[src/rtl/qpsk_map.sv]
// rtl/qpsk_map.sv - QPSK mapper: byte stream in, one {Q,I} symbol per output beat
//
// Parameters:
//   IQ_DW      width of each two's-complement I/Q component
//   AMPLITUDE  component magnitude, 0 < AMPLITUDE < 2^(IQ_DW-1)
// Ports:
//   clk_i, reset_ni                     clock, asynchronous active-low reset
//   s_axis_in_*   tdata[7:0]/tuser[1:0]/tlast/tvalid/tready  input byte stream
//   m_axis_out_*  tdata[2*IQ_DW-1:0]={Q,I}/tuser/tlast/tvalid/tready  symbol stream
// Configuration:
//   QPSK_MAP_MSB_FIRST_EN  when defined, symbols of a byte are emitted k=3..0
//                          (default k=0..3); tlast always marks the final one.

module qpsk_map #(
    parameter int IQ_DW     = 16,
    parameter int AMPLITUDE = 23170
) (
    input  logic               clk_i,
    input  logic               reset_ni,
    input  logic [7:0]         s_axis_in_tdata,
    input  logic [1:0]         s_axis_in_tuser,
    input  logic               s_axis_in_tlast,
    input  logic               s_axis_in_tvalid,
    output logic               s_axis_in_tready,
    output logic [2*IQ_DW-1:0] m_axis_out_tdata,
    output logic [1:0]         m_axis_out_tuser,
    output logic               m_axis_out_tlast,
    output logic               m_axis_out_tvalid,
    input  logic               m_axis_out_tready
);

    localparam logic [IQ_DW-1:0] AMP_POS = IQ_DW'(AMPLITUDE);
    localparam logic [IQ_DW-1:0] AMP_NEG = IQ_DW'(-AMPLITUDE);

    typedef enum logic {EMPTY, BUSY} state_t;

    state_t     state_q, state_d;
    logic [1:0] cnt_q, cnt_d;      // number of symbols of the held byte already presented
    logic [7:0] byte_q;
    logic [1:0] user_q;
    logic       last_q;

    logic              in_xfer;
    logic              out_xfer;
    logic [7:0]        sym_byte;
    logic [1:0]        sym_user;
    logic              sym_last;
    logic [1:0]        sym_idx;
    logic [2*IQ_DW-1:0] tdata_d;
    logic              tlast_d;

    function automatic logic [2*IQ_DW-1:0] map_sym(input logic [1:0] s);
        return {(s[1] ? AMP_NEG : AMP_POS), (s[0] ? AMP_NEG : AMP_POS)};
    endfunction

    // Accept a new byte while empty, or in the very cycle the last symbol
    // leaves, so back-to-back bytes produce no bubble.
    assign s_axis_in_tready = reset_ni &&
                              ((state_q == EMPTY) || ((cnt_q == 2'd3) && m_axis_out_tready));
    assign in_xfer  = s_axis_in_tvalid && s_axis_in_tready;
    assign out_xfer = (state_q == BUSY) && m_axis_out_tready;

    always_comb begin
        state_d = state_q;
        cnt_d   = cnt_q;
        case (state_q)
            EMPTY: begin
                if (in_xfer) begin
                    state_d = BUSY;
                    cnt_d   = 2'd0;
                end
            end
            BUSY: begin
                if (out_xfer) begin
                    if (cnt_q != 2'd3) begin
                        cnt_d = cnt_q + 2'd1;
                    end else if (in_xfer) begin
                        cnt_d = 2'd0;
                    end else begin
                        state_d = EMPTY;
                        cnt_d   = 2'd0;
                    end
                end
            end
            default: begin
                state_d = EMPTY;
                cnt_d   = 2'd0;
            end
        endcase
    end

    // Next symbol comes from the incoming byte when one is accepted, else from the held byte.
    always_comb begin
        sym_byte = in_xfer ? s_axis_in_tdata : byte_q;
        sym_user = in_xfer ? s_axis_in_tuser : user_q;
        sym_last = in_xfer ? s_axis_in_tlast : last_q;
`ifdef QPSK_MAP_MSB_FIRST_EN
        sym_idx  = ~cnt_d;
`else
        sym_idx  = cnt_d;
`endif
        tdata_d  = map_sym(sym_byte[{sym_idx, 1'b0} +: 2]);
        tlast_d  = sym_last && (cnt_d == 2'd3);
    end

    always_ff @(posedge clk_i or negedge reset_ni) begin
        if (!reset_ni) begin
            state_q <= EMPTY;
        end else begin
            state_q <= state_d;
        end
    end

    always_ff @(posedge clk_i or negedge reset_ni) begin
        if (!reset_ni) begin
            cnt_q             <= 2'd0;
            byte_q            <= 8'd0;
            user_q            <= 2'd0;
            last_q            <= 1'b0;
            m_axis_out_tdata  <= '0;
            m_axis_out_tuser  <= 2'd0;
            m_axis_out_tlast  <= 1'b0;
            m_axis_out_tvalid <= 1'b0;
        end else begin
            cnt_q <= cnt_d;
            if (in_xfer) begin
                byte_q <= s_axis_in_tdata;
                user_q <= s_axis_in_tuser;
                last_q <= s_axis_in_tlast;
            end
            // Output registers only move on a load or a completed output beat,
            // which keeps them stable under backpressure.
            if (in_xfer || out_xfer) begin
                m_axis_out_tvalid <= (state_d == BUSY);
                if (state_d == BUSY) begin
                    m_axis_out_tdata <= tdata_d;
                    m_axis_out_tuser <= sym_user;
                    m_axis_out_tlast <= tlast_d;
                end
            end
        end
    end

endmodule

[config.mk]
export PLATFORM = sky130hd
export DESIGN_NAME = qpsk_map
export DESIGN_NICKNAME = d
export VERILOG_FILES = /design/src/rtl/qpsk_map.sv
export SDC_FILE = /design/constraint.sdc
export NUM_CORES = 1
export LEC_CHECK = 0
export BUFFER_PORTS_ARGS = -buffer_cell sky130_fd_sc_hd__buf_2
export CORE_ASPECT_RATIO = 0.6
export CORE_MARGIN = 3
export CORE_UTILIZATION = 30
export CTS_CLUSTER_DIAMETER = 50
export CTS_CLUSTER_SIZE = 40
export DETAILED_ROUTE_END_ITERATION = 6
export PLACE_DENSITY = 0.53
export RECOVER_POWER = 100
export SYNTH_ARGS = -nofsm -noshare
export SYNTH_HDL_FRONTEND = slang
export SYNTH_SLANG_ARGS = --single-unit
[constraint.sdc]
create_clock -name clk_i -period 1.8 [get_ports clk_i]
set_input_delay 0.18 -clock clk_i [delete_from_list [all_inputs] [get_ports clk_i]]
set_output_delay 0.18 -clock clk_i [all_outputs]
set_load 0.01 [all_outputs]
==> After elaboration in Yosys (flattened, before gate mapping) <==
Index checks and enable logic that the tools add are counted.
{ "totals": {"ff_bits": 50, "in_bits": 15, "wordCells": 36} }
{ "classes": {"addsub": 1, "n_eq_ne": 3, "shift": 1, "n_mux": 13, "n_bitwise": 1, "reduce_logical": 8} }
{ "ops": {"columns": ["op", "n"], "rows": [
  ["16-bit 2-to-1 mux", 2],
  ["2-bit 2-to-1 mux", 4],
  ["8-bit 2-to-1 mux", 1],
  ["8-bit by 4-bit indexed part select with 2-bit output", 1],
  ["1-bit logical AND", 5],
  ["2-bit equality test, second input constant", 2],
  ["1-bit 2-to-1 mux", 4],
  ["2-bit case mux with 2 select lines", 1],
  ["2-bit by 1-bit adder with 2-bit output, second input constant", 1],
  ["1-bit logical OR", 2],
  ["2-bit inequality test, second input constant", 1],
  ["1-bit case mux with 2 select lines", 1],
  ["2-bit AND reduction", 1],
  ["1-bit NOT", 1]
]} }

==> Longest topological paths before layout <==
Gate-level depths: netlist of the first run.
{ "logic_depth": {"word_depth": 10, "depth_mapped": 7, "ltp_nobuf": 6} }

==> Worst setup path after synthesis of the first run <==
No wires, ideal clock.
{ "synth_timing": {"path_kind": "flip-flop to flip-flop", "start": "reg cnt_q[0]", "end": "reg m_axis_out_tdata[15]", "setup_ps": 65, "arrival_time_ps": 1543, "setup_slack_ps": 191, "path_stages_with_launch": 8, "n_path_buf": 1, "path_cell_list": "dfrtp_1 ha_1 a21bo_2 nand3_1 buf_2 nand2_1 o2111ai_1 o211a_1"} }
{ "synth_via": {"elab_chain_len": 10, "elab_cells_between_ends": 20, "classes_between": "1 x add/sub; 2 x eq/ne; 1 x shift; 10 x mux; 6 x reduce/logical"} }
{ "synth_lines": {"columns": ["element", "line_no", "source"], "rows": [
  ["from (decl)", "38", "logic [1:0] cnt_q, cnt_d;"],
  ["from (signal assigned)", "125", "cnt_q <= cnt_d;"],
  ["parallel branches: the longest is 10 deep, another holds 2-bit by 1-bit adder with 2-bit output", null, null],
  ["to (signal assigned)", "136", "m_axis_out_tdata <= tdata_d;"],
  ["to (decl)", "25", "output logic [2*IQ_DW-1:0] m_axis_out_tdata,"]
]} }
Parallel ways; which one is timed is not known.
A chain may end at the register's enable or synchronous reset.

==> Worst setup path in the final report of the first run <==
{ "layout_timing": {"start": "reg cnt_q[0]", "end": "reg m_axis_out_tdata[30]"} }
The elaborated chain is that of the path after synthesis.

==> impl_metrics.toml, run 1 <==
[routing]
dr.first_iter.drc_count = 41
drt_pass1_iterations = 4
vias = 956
vias_per_cell = 4.53
met3_length_um = 165
wl_met1_um = 1510
ant_nets = 0
maxUsedRoutingLayer = "met3"
wl_met2_um = 1230
drcViolationCount = 0
routed_wl_um = 2900
wl_per_cell_um = 13.8

[critical_path]
ff2ff_path_depth = 6
worstReg2RegEnd = "m_axis_out_tdata[30]"
critPathKind = "flip-flop to flip-flop"
crit_path_max_incr_delay_ns = 0.41
r2r_setup_slack_ns = 0.05
crit_required_ns = 1.94
worstPathArrival_ns = 1.88
path_cells = "ha_2 > nor3b_1 > o21a_1 > or2_4 > o2111ai_1 > nand3_1"
cp-start-kind = "flip-flop"
slowest_stage = "dfrtp_1"
r2r-start = "cnt_q[0]"
cp_max_fo = 6
crit_path_end_kind = "flip-flop"

[final_layout]
area_growth_pct = 15.2
drive_gt1_frac = 0.409
nNetsFinal = 181
fin_cells = 211
antenna_cells = 0
fillCellCount = 407

[cts]
cts_root_buf = "clkbuf_8"
clock_sinks = 23
clkLatencyLatePin_ns = 0.26
h-tree-depth = 1
cts_buffers = 3
cts_tree = "built"
clockBufferDepth = 2
postCtsSetupBuffers = 0
clkSlewWorstSetupHoldPaths_ns = 0.08

[floorplan]
die_h_um = 56.0
io_pins = 52
start_util = 0.327
fp.coreArea_um2 = 3830
die-area_um2 = 5010
chipWidth_um = 89.4
rows = 17

[global_route]
antenna_found_initial = 0
track_usage = 0.118
first_global_vias = 898
grt_max_degree = 24
grt_overflow = 0
grt_pass1_wl_um = 4570

[timing]
fmax_ghz = 0.573
fin_crit_sh = 0.970
max-slew-margin-rel = 0.291
hold_viol = 0
period_needed_ns = 1.75
finClkSkew_ns = 0.00206
drv_slew = 0
report.final.setup_viol = 0
worstMarginPinSlew_ns = 1.06
layout_setup_ws_ns = 0.0534

[place]
place.gp.congestion = 0.958
hpwl_um = 2190
io_buffers = 49
dp.cells = 206
dp_slack_ns = 0.0251

[synthesis]
avgSynthCellArea_um2 = 9.41
synth-seq-cells = 23
netlist_area_um2 = 1250
ys_seq_area_frac = 0.460
yosysWarningCount = 0
ys_types = 27
synthCells = 133

[outcome]
status = "finished, final reports clean"

[job]
maxCapViolCount = 0

[hold_path]
hold_path.class = "primary input to flip-flop"
whs_path_depth = 3
min_from = "s_axis_in_tdata[7]"
min_to = "byte_q[7]"

[power_and_ir_drop]
peakVddDrop_mv = 0.502
p_per_area_nw_per_um2 = 1830
p_leak_nw = 0.745
[where the power goes]
| group | switching, W | internal, W | leakage, nW |
|---|---|---|---|
| Sequential | 0.000174 | 0.000754 | 0.276 |
| Clock | 0.000165 | 0.000154 | 0.0255 |
| Combinational | 0.000758 | 0.000624 | 0.443 |
[Yosys cell counts (all sizes together)]
library cell  number  share of area
buf               31           0.18
nand4              1         0.0050
and3b              1         0.0070
nor2b              2          0.010
and3               1         0.0050
or2                2          0.010
nand2             35           0.11
mux2               4          0.036
nand2b             3          0.015
o2111ai            4          0.028
nor3b              1         0.0060
and2               1         0.0050
inv                2         0.0060
a21bo              1         0.0080
o21ai             11          0.044
conb               1         0.0030
o21a               1         0.0060
nand3              3          0.012
o211a              2          0.016
dfrtp             23           0.46
a22oi              1          0.010
ha                 1          0.010
a21o               1         0.0060
[critical path: cells and delay by family, from the launching register on]
family	cells	cell delay (ns)
adders and majority gates	1	0.25
and+or+nand+nor	3	0.47
AOI/OAI and AO/OA	2	0.49
DFF	1	0.41
[flip-flops by register name, summed over array words and instances, names as in the netlist]
register           flops
byte_q                 8
cnt_q                  2
last_q                 1
m_axis_out_tdata       5
m_axis_out_tlast       1
m_axis_out_tuser       2
m_axis_out_tvalid      1
state_q                1
user_q                 2
[area by class of cell]
| class | count | area, µm² | area share |
|---|---|---|---|
| inverter | 2 | 7.51 | 0.00521 |
| clock buffer | 3 | 41.3 | 0.0286 |
| timing repair buffer | 57 | 303 | 0.210 |
| clock inverter | 1 | 5.00 | 0.00347 |
| sequential | 23 | 576 | 0.399 |
| multi-input combinational | 78 | 450 | 0.313 |
| tap | 47 | 58.8 | 0.0408 |
[per-layer routing]
layer  global-route usage  vias up
li1                     -      478
met4               0.0127        0
met3               0.0429        0
met1                0.184      442
met5                    0        -
met2                0.156       36
[worst max path at each step]
stage / startpoint / end / depth (start not counted)
after floorplan: cnt_q[0] / m_axis_out_tdata[15] / 7
after global placement: cnt_q[0] / m_axis_out_tdata[29] / 6
after detailed placement: cnt_q[0] / m_axis_out_tuser[0] / 7
after CTS: cnt_q[0] / m_axis_out_tlast / 6
after global routing: cnt_q[0] / m_axis_out_tdata[30] / 6
final: cnt_q[0] / m_axis_out_tdata[30] / 6
[kinds of logic after synthesis]
logic type	count (synthesis)	synth area share
other	1	0.00300
buffers and inverters	33	0.191
adders and majority gates	1	0.0100
and+or+nand+nor	50	0.182
AOI/OAI and AO/OA	21	0.118
DFF	23	0.460
muxes	4	0.0360
[timing repair]
item,in CTS,in global routing
hold endpoints to repair,23,0
setup endpoints to repair,0,7
gates resized for setup,0,3
hold buffers,1,0
[cell usage in the layout, fill, tap and decap left out, drive strengths merged, types with 2 or more instances in the layout]
| cell type | count |
|---|---|
| conb | 2 |
| o211a | 2 |
| inv | 2 |
| buf | 52 |
| nand3 | 3 |
| nor2b | 2 |
| o21ai | 11 |
| clkbuf | 7 |
| nand2b | 3 |
| o2111ai | 4 |
| dfrtp | 23 |
| nand2 | 35 |
| or2 | 2 |
| mux2 | 4 |
[per-stage QoR]
stage          hold slack [ns]  TNS [ns]   util  instance area (µm²)  power, W
3_3_place_gp             0.208         0  0.360                 1380   0.00228
4_1_cts                 0.0922         0  0.375                 1440   0.00264
6_report                 0.101         0  0.376                 1440   0.00263
3_5_place_dp             0.213         0  0.360                 1380   0.00230
2_1_floorplan           -0.116         0      -                 1250   0.00210
5_1_grt                 0.0875   -0.0198  0.376                 1440   0.00286
(Power assumes the default switching activity.)
==> inputs of run 2 (changes only) <==
--- a/config.mk
+++ b/config.mk
@@ -12,7 +12,6 @@
 export CTS_CLUSTER_DIAMETER = 50
 export CTS_CLUSTER_SIZE = 40
 export DETAILED_ROUTE_END_ITERATION = 6
-export PLACE_DENSITY = 0.53
 export RECOVER_POWER = 100
 export SYNTH_ARGS = -nofsm -noshare
 export SYNTH_HDL_FRONTEND = slang
==> impl_metrics.toml, run 2 (synthesis results as in run 1) <==
[cts]
clkSlewWorstSetupHoldPaths_ns = 0.08
cts_tree = "built"
cts_buffers = 3
clockBufferDepth = 2
clock_sinks = 23
clkLatencyLatePin_ns = 0.27
cts_root_buf = "clkbuf_8"
h-tree-depth = 1

[timing]
finClkSkew_ns = 0.00191
worstMarginPinSlew_ns = 0.545
grt_setup_unrepaired = "no"
fmax_ghz = 0.592
period_needed_ns = 1.69
drv_slew = 0
tns_ns = 0
layout_setup_ws_ns = 0.110
fin_crit_sh = 0.939
max-slew-margin-rel = 0.635
hold_viol = 0
hold_ws_ns = 0.0961
report.final.setup_viol = 0

[final_layout]
largest_reg_flops = 8
fin_area_um2 = 1450
antenna_cells = 0
drive_gt1_frac = 0.240
area_growth_pct = 15.6
top_register = "byte_q"
top_regs = "byte_q x8, m_axis_out_tdata x5"
mostFrequentLayoutCell = "clkbuf_1"
nNetsFinal = 184
final_cell_mix = "clkbuf_1 (38), nand2_1 (34), dfrtp_1 (23), buf_2 (13), o21ai_0 (11)"

[critical_path]
crit_path_end_kind = "output pin"
worstPathArrival_ns = 1.51
cp_max_fo = 5
worstReg2RegEnd = "m_axis_out_tdata[15]"
cp-start-kind = "flip-flop"
cp-endpoint = "s_axis_in_tready"
r2r-start = "cnt_q[0]"
r2r_setup_slack_ns = 0.13
crit_required_ns = 1.62
worstSetupPathDepth = 5
crit_path_start = "cnt_q[0]"
critPathKind = "flip-flop to output pin"
slowest_stage = "dfrtp_1"
path_cells = "ha_2 > a21bo_2 > clkbuf_1 > and2_1 > clkbuf_2"
crit_path_max_incr_delay_ns = 0.41
path_buf_inv = 2
crit_family = "flip-flops"
ff2ff_path_depth = 6

[place]
placed_area_um2 = 1400
dp_slack_ns = 0.0240
io_buffers = 49
hpwl_um = 2080
place.gp.congestion = 0.854

[routing]
vias = 971
routed_wl_um = 2790
vias_per_cell = 4.54
ant_nets = 0
drt_pass1_iterations = 4
drcViolationCount = 0
dr.first_iter.drc_count = 83
wl_per_cell_um = 13.0

[global_route]
grt_max_degree = 13
first_global_vias = 897
antenna_found_initial = 0
grt_pass1_wl_um = 4380
track_usage = 0.116
grt_overflow = 0

[floorplan]
fp.coreArea_um2 = 3830
die_h_um = 56.0
start_util = 0.327
rows = 17
io_pins = 52
die-area_um2 = 5010
chipWidth_um = 89.4

[power_and_ir_drop]
p_per_area_nw_per_um2 = 1800
p_leak_nw = 0.669
peakVddDrop_mv = 0.553

[outcome]
status = "finished, final reports clean"

[job]
maxCapViolCount = 0

[hold_path]
hold_path.class = "primary input to flip-flop"
run 2: cell type report:
class	count	area [µm²]
timing repair buffer	60	282
inverter	2	7.51
clock buffer	4	45.0
tap	47	58.8
multi-input combinational	78	478
fill	421	2380
sequential	23	576
run 2: per-layer routing:
layer / up-vias / GRT usage / share of wire
li1: 480 / - / -
met5: - / 0 / 0
met4: 0 / 0.0318 / 0.011
met1: 441 / 0.177 / 0.52
met3: 4 / 0.0459 / 0.083
met2: 46 / 0.147 / 0.38
run 2: worst min-delay path by stage:
stage	from	endpoint	slack [ns]	cells past startpoint
2_1_floorplan	reset_ni	byte_q[0]	-0.12	0
3_3_place_gp	reset_ni	m_axis_out_tdata[17]	0.18	2
3_5_place_dp	reset_ni	cnt_q[0]	0.18	2
4_1_cts	s_axis_in_tdata[3]	byte_q[3]	0.1	3
5_1_grt	s_axis_in_tdata[7]	byte_q[7]	0.10	3
6_report	s_axis_in_tdata[7]	byte_q[7]	0.1	3
run 2: tightest hold or removal path, cell delays in order:
cell and delay, ns:
buf_2 0.08, nand2_1 0.04, nand2_1 0.04
run 2: power by group:
group / total, W / internal (W) / switching, W
Clock: 0.000326 / 0.000158 / 0.000168
Combinational: 0.00134 / 0.000561 / 0.000781
Sequential: 0.000930 / 0.000754 / 0.000176
run 2: repair_timing:
action / in CTS / in global routing
hold buffers: 2 / 0
resized for setup: 0 / 8
endpoints found under the setup margin: 0 / 12
buffers inserted: 0 / 0
endpoints found under the hold margin: 23 / 0
run 2: per-stage QoR:
stage                     std cells  utilization  power [W]
after floorplan                 134            -    0.00210
after global placement          208        0.364    0.00229
after detailed placement        208        0.364    0.00229
after CTS                       214        0.381    0.00263
after global routing            214        0.378    0.00286
final                           214        0.378    0.00260
==> inputs of run 3 (changes only) <==
--- a/config.mk
+++ b/config.mk
@@ -5,6 +5,7 @@
 export SDC_FILE = /design/constraint.sdc
 export NUM_CORES = 1
 export LEC_CHECK = 0
+export ABC_AREA = 1
 export BUFFER_PORTS_ARGS = -buffer_cell sky130_fd_sc_hd__buf_2
 export CORE_ASPECT_RATIO = 0.6
 export CORE_MARGIN = 3
==> impl_metrics.toml, run 3 <==
[outcome]
status = "finished, final reports clean"

[synthesis]
netlist_area_um2 = 1390
synth-seq-cells = 23
avgSynthCellArea_um2 = 8.01
yosysWarningCount = 0
synth_edf_count = 0
yosysMostFrequentCell = "nand2_1"
ys_seq_area_frac = 0.413
yosysTopAreaCellShare = 0.413
synthCells = 174
synthTopCellsByArea = "dfrtp_1 (41%), buf_4 (15%), nand2_1 (15%)"
synthFlopType = "dfrtp_1"
yosysTopAreaCell = "dfrtp_1"
async_flop_share = 1.00
synthTopCellsByCount = "nand2_1 (54), buf_4 (28), dfrtp_1 (23)"
ys_types = 24

[global_route]
grt_overflow = 0
track_usage = 0.106
met3_usage = 0.0307
grt_max_degree = 17
met2_usage = 0.143
antenna_found_initial = 0
top_usage_layer = "met1"
grt_pass1_wl_um = 4590
grtUsageMet1 = 0.173
first_global_vias = 936

[floorplan]
rows = 18
die_h_um = 58.8
fp.coreArea_um2 = 4280
io_pins = 52
chipWidth_um = 94.0
start_util = 0.326
die-area_um2 = 5530

[place]
placed_area_um2 = 1530
place.gp.congestion = 0.737
io_buffers = 49
hpwl_um = 2350
dp_slack_ns = 0.0779

[final_layout]
antenna_cells = 0
fillCellCount = 473
top_regs = "byte_q x8, m_axis_out_tdata x5"
top_register = "byte_q"
drive_gt1_frac = 0.180
final_cell_mix = "nand2_1 (54), clkbuf_1 (36), dfrtp_1 (23), nand3_1 (18), inv_1 (15)"
multi_input_area_um2 = 519
regArea_um2 = 576
area_growth_pct = 11.3
largest_reg_flops = 8
nNetsFinal = 222
fin_area_um2 = 1550
mostFrequentLayoutCell = "nand2_1"

[critical_path]
critPathKind = "flip-flop to flip-flop"
path_buf_inv = 2
cp-start-kind = "flip-flop"
crit_family = "simple AND/OR/NAND/NOR gates"
cp_max_fo = 10
crit_top_cell = "nand2_1"
crit_path_end_kind = "flip-flop"
crit_path_max_incr_delay_ns = 0.41
slowest_stage = "dfrtp_1"
path_cells = "ha_1 > nand2_1 > nand2_2 > buf_4 > inv_2 > nand2_4 > nand2_4 > nand2_1 > nand2_1 > nand2_1 > nand3_1 > nand2_1"
crit_required_ns = 1.96
worstPathArrival_ns = 1.80

[timing]
period_needed_ns = 1.65
tns_ns = 0
fin_crit_sh = 0.915
max-slew-margin-rel = 0.438
grt_setup_unrepaired = "no"
finClkSkew_ns = 0.00138
report.final.setup_viol = 0
hold_viol = 0
fmax_ghz = 0.607
worstMarginPinSlew_ns = 0.842
layout_setup_ws_ns = 0.153
drv_slew = 0

[routing]
ant_nets = 0
routed_wl_um = 2930
vias_per_cell = 4.25
drcViolationCount = 0
vias = 1125
drt_pass1_iterations = 4
wl_per_cell_um = 11.1
dr.first_iter.drc_count = 36

[cts]
clock_sinks = 23
cts_tree = "built"
clkSlewWorstSetupHoldPaths_ns = 0.08
clockBufferDepth = 2
cts_buffers = 3
cts_root_buf = "clkbuf_8"
clkLatencyLatePin_ns = 0.26
h-tree-depth = 1

[power_and_ir_drop]
peakVddDrop_mv = 0.533
p_per_area_nw_per_um2 = 1820
p_leak_nw = 0.807

[job]
maxCapViolCount = 0

[hold_path]
hold_path.class = "primary input to flip-flop"
==> run 3: cell count changes in the layout (fill, tap and decap cells not counted), sizes merged, moves of 3 or more <==
cell | previous run | this run
inv | 2 | 18
o21ai | 11 | 4
mux2 | 4 | 0
nand2b | 3 | 0
nand4 | 1 | 7
clkbuf | 43 | 40
nor2 | 0 | 4
o2111ai | 4 | 0
nand2 | 35 | 58
nand3 | 3 | 20
==> run 3: area by class of cell <==
| type | instances | area share |
|---|---|---|
| tap | 60 | 0.0484 |
| multi-input combinational | 102 | 0.335 |
| sequential | 23 | 0.371 |
| clock buffer | 4 | 0.0290 |
| timing repair buffer | 58 | 0.173 |
| inverter | 18 | 0.0435 |
==> run 3: per-layer routing <==
layer / part of all wire / vias up
li1: - / 586
met1: 0.55 / 511
met2: 0.39 / 28
met3: 0.060 / 0
met4: 0 / 0
met5: 0 / -
==> run 3: cells by family after synthesis <==
logic type	Yosys count	synth area share
flip-flops	23	0.413
buffers and inverters	50	0.223
XOR/XNOR	1	0.00628
AO/OA/AOI/OAI	8	0.0449
other	1	0.00269
adder cells (fa/ha/maj)	1	0.00898
AND/OR/NAND/NOR	90	0.302
==> run 3: timing repair <==
| item | CTS | global route |
|---|---|---|
| hold buffers | 1 | 0 |
| endpoints found under the setup margin | 0 | 5 |
| setup buffers | 0 | 1 |
| endpoints found under the hold margin | 23 | 0 |
| resized for setup | 0 | 1 |
==> run 3: tightest hold or removal path, cell delays in order <==
cell	delay, ns
buf_2	0.08
nand2_1	0.06
nand2_1	0.06
==> run 3: stage by stage <==
step | utilization | instances | power [W] | hold slack, ns
global placement | 0.357 | 259 | 0.00257 | 0.227
detailed placement | 0.357 | 259 | 0.00260 | 0.225
floorplan | - | 175 | 0.00236 | -0.116
global route | 0.363 | 265 | 0.00311 | 0.153
CTS | 0.370 | 264 | 0.00293 | 0.135
finish | 0.363 | 265 | 0.00283 | 0.140
==> run 3: report_power, final <==
group | internal [W] | total, W | leakage (nW) | switching, W
combinational | 0.000558 | 0.00158 | 0.510 | 0.00102
sequential | 0.000759 | 0.000936 | 0.275 | 0.000177
clock | 0.000158 | 0.000315 | 0.0228 | 0.000157
==> run 3: final timing paths <==
path,start,end,slack (ns),cells past startpoint
min in group asynchronous,reset_ni,byte_q[2],0.47,3
max,cnt_q[0],m_axis_out_tdata[15],0.15,12
max reg2reg,cnt_q[0],m_axis_out_tdata[15],0.15,12
min,s_axis_in_tuser[1],user_q[1],0.14,3
min reg2reg,user_q[1],user_q[1],0.48,2
max in group asynchronous,reset_ni,m_axis_out_tdata[30],0.57,3
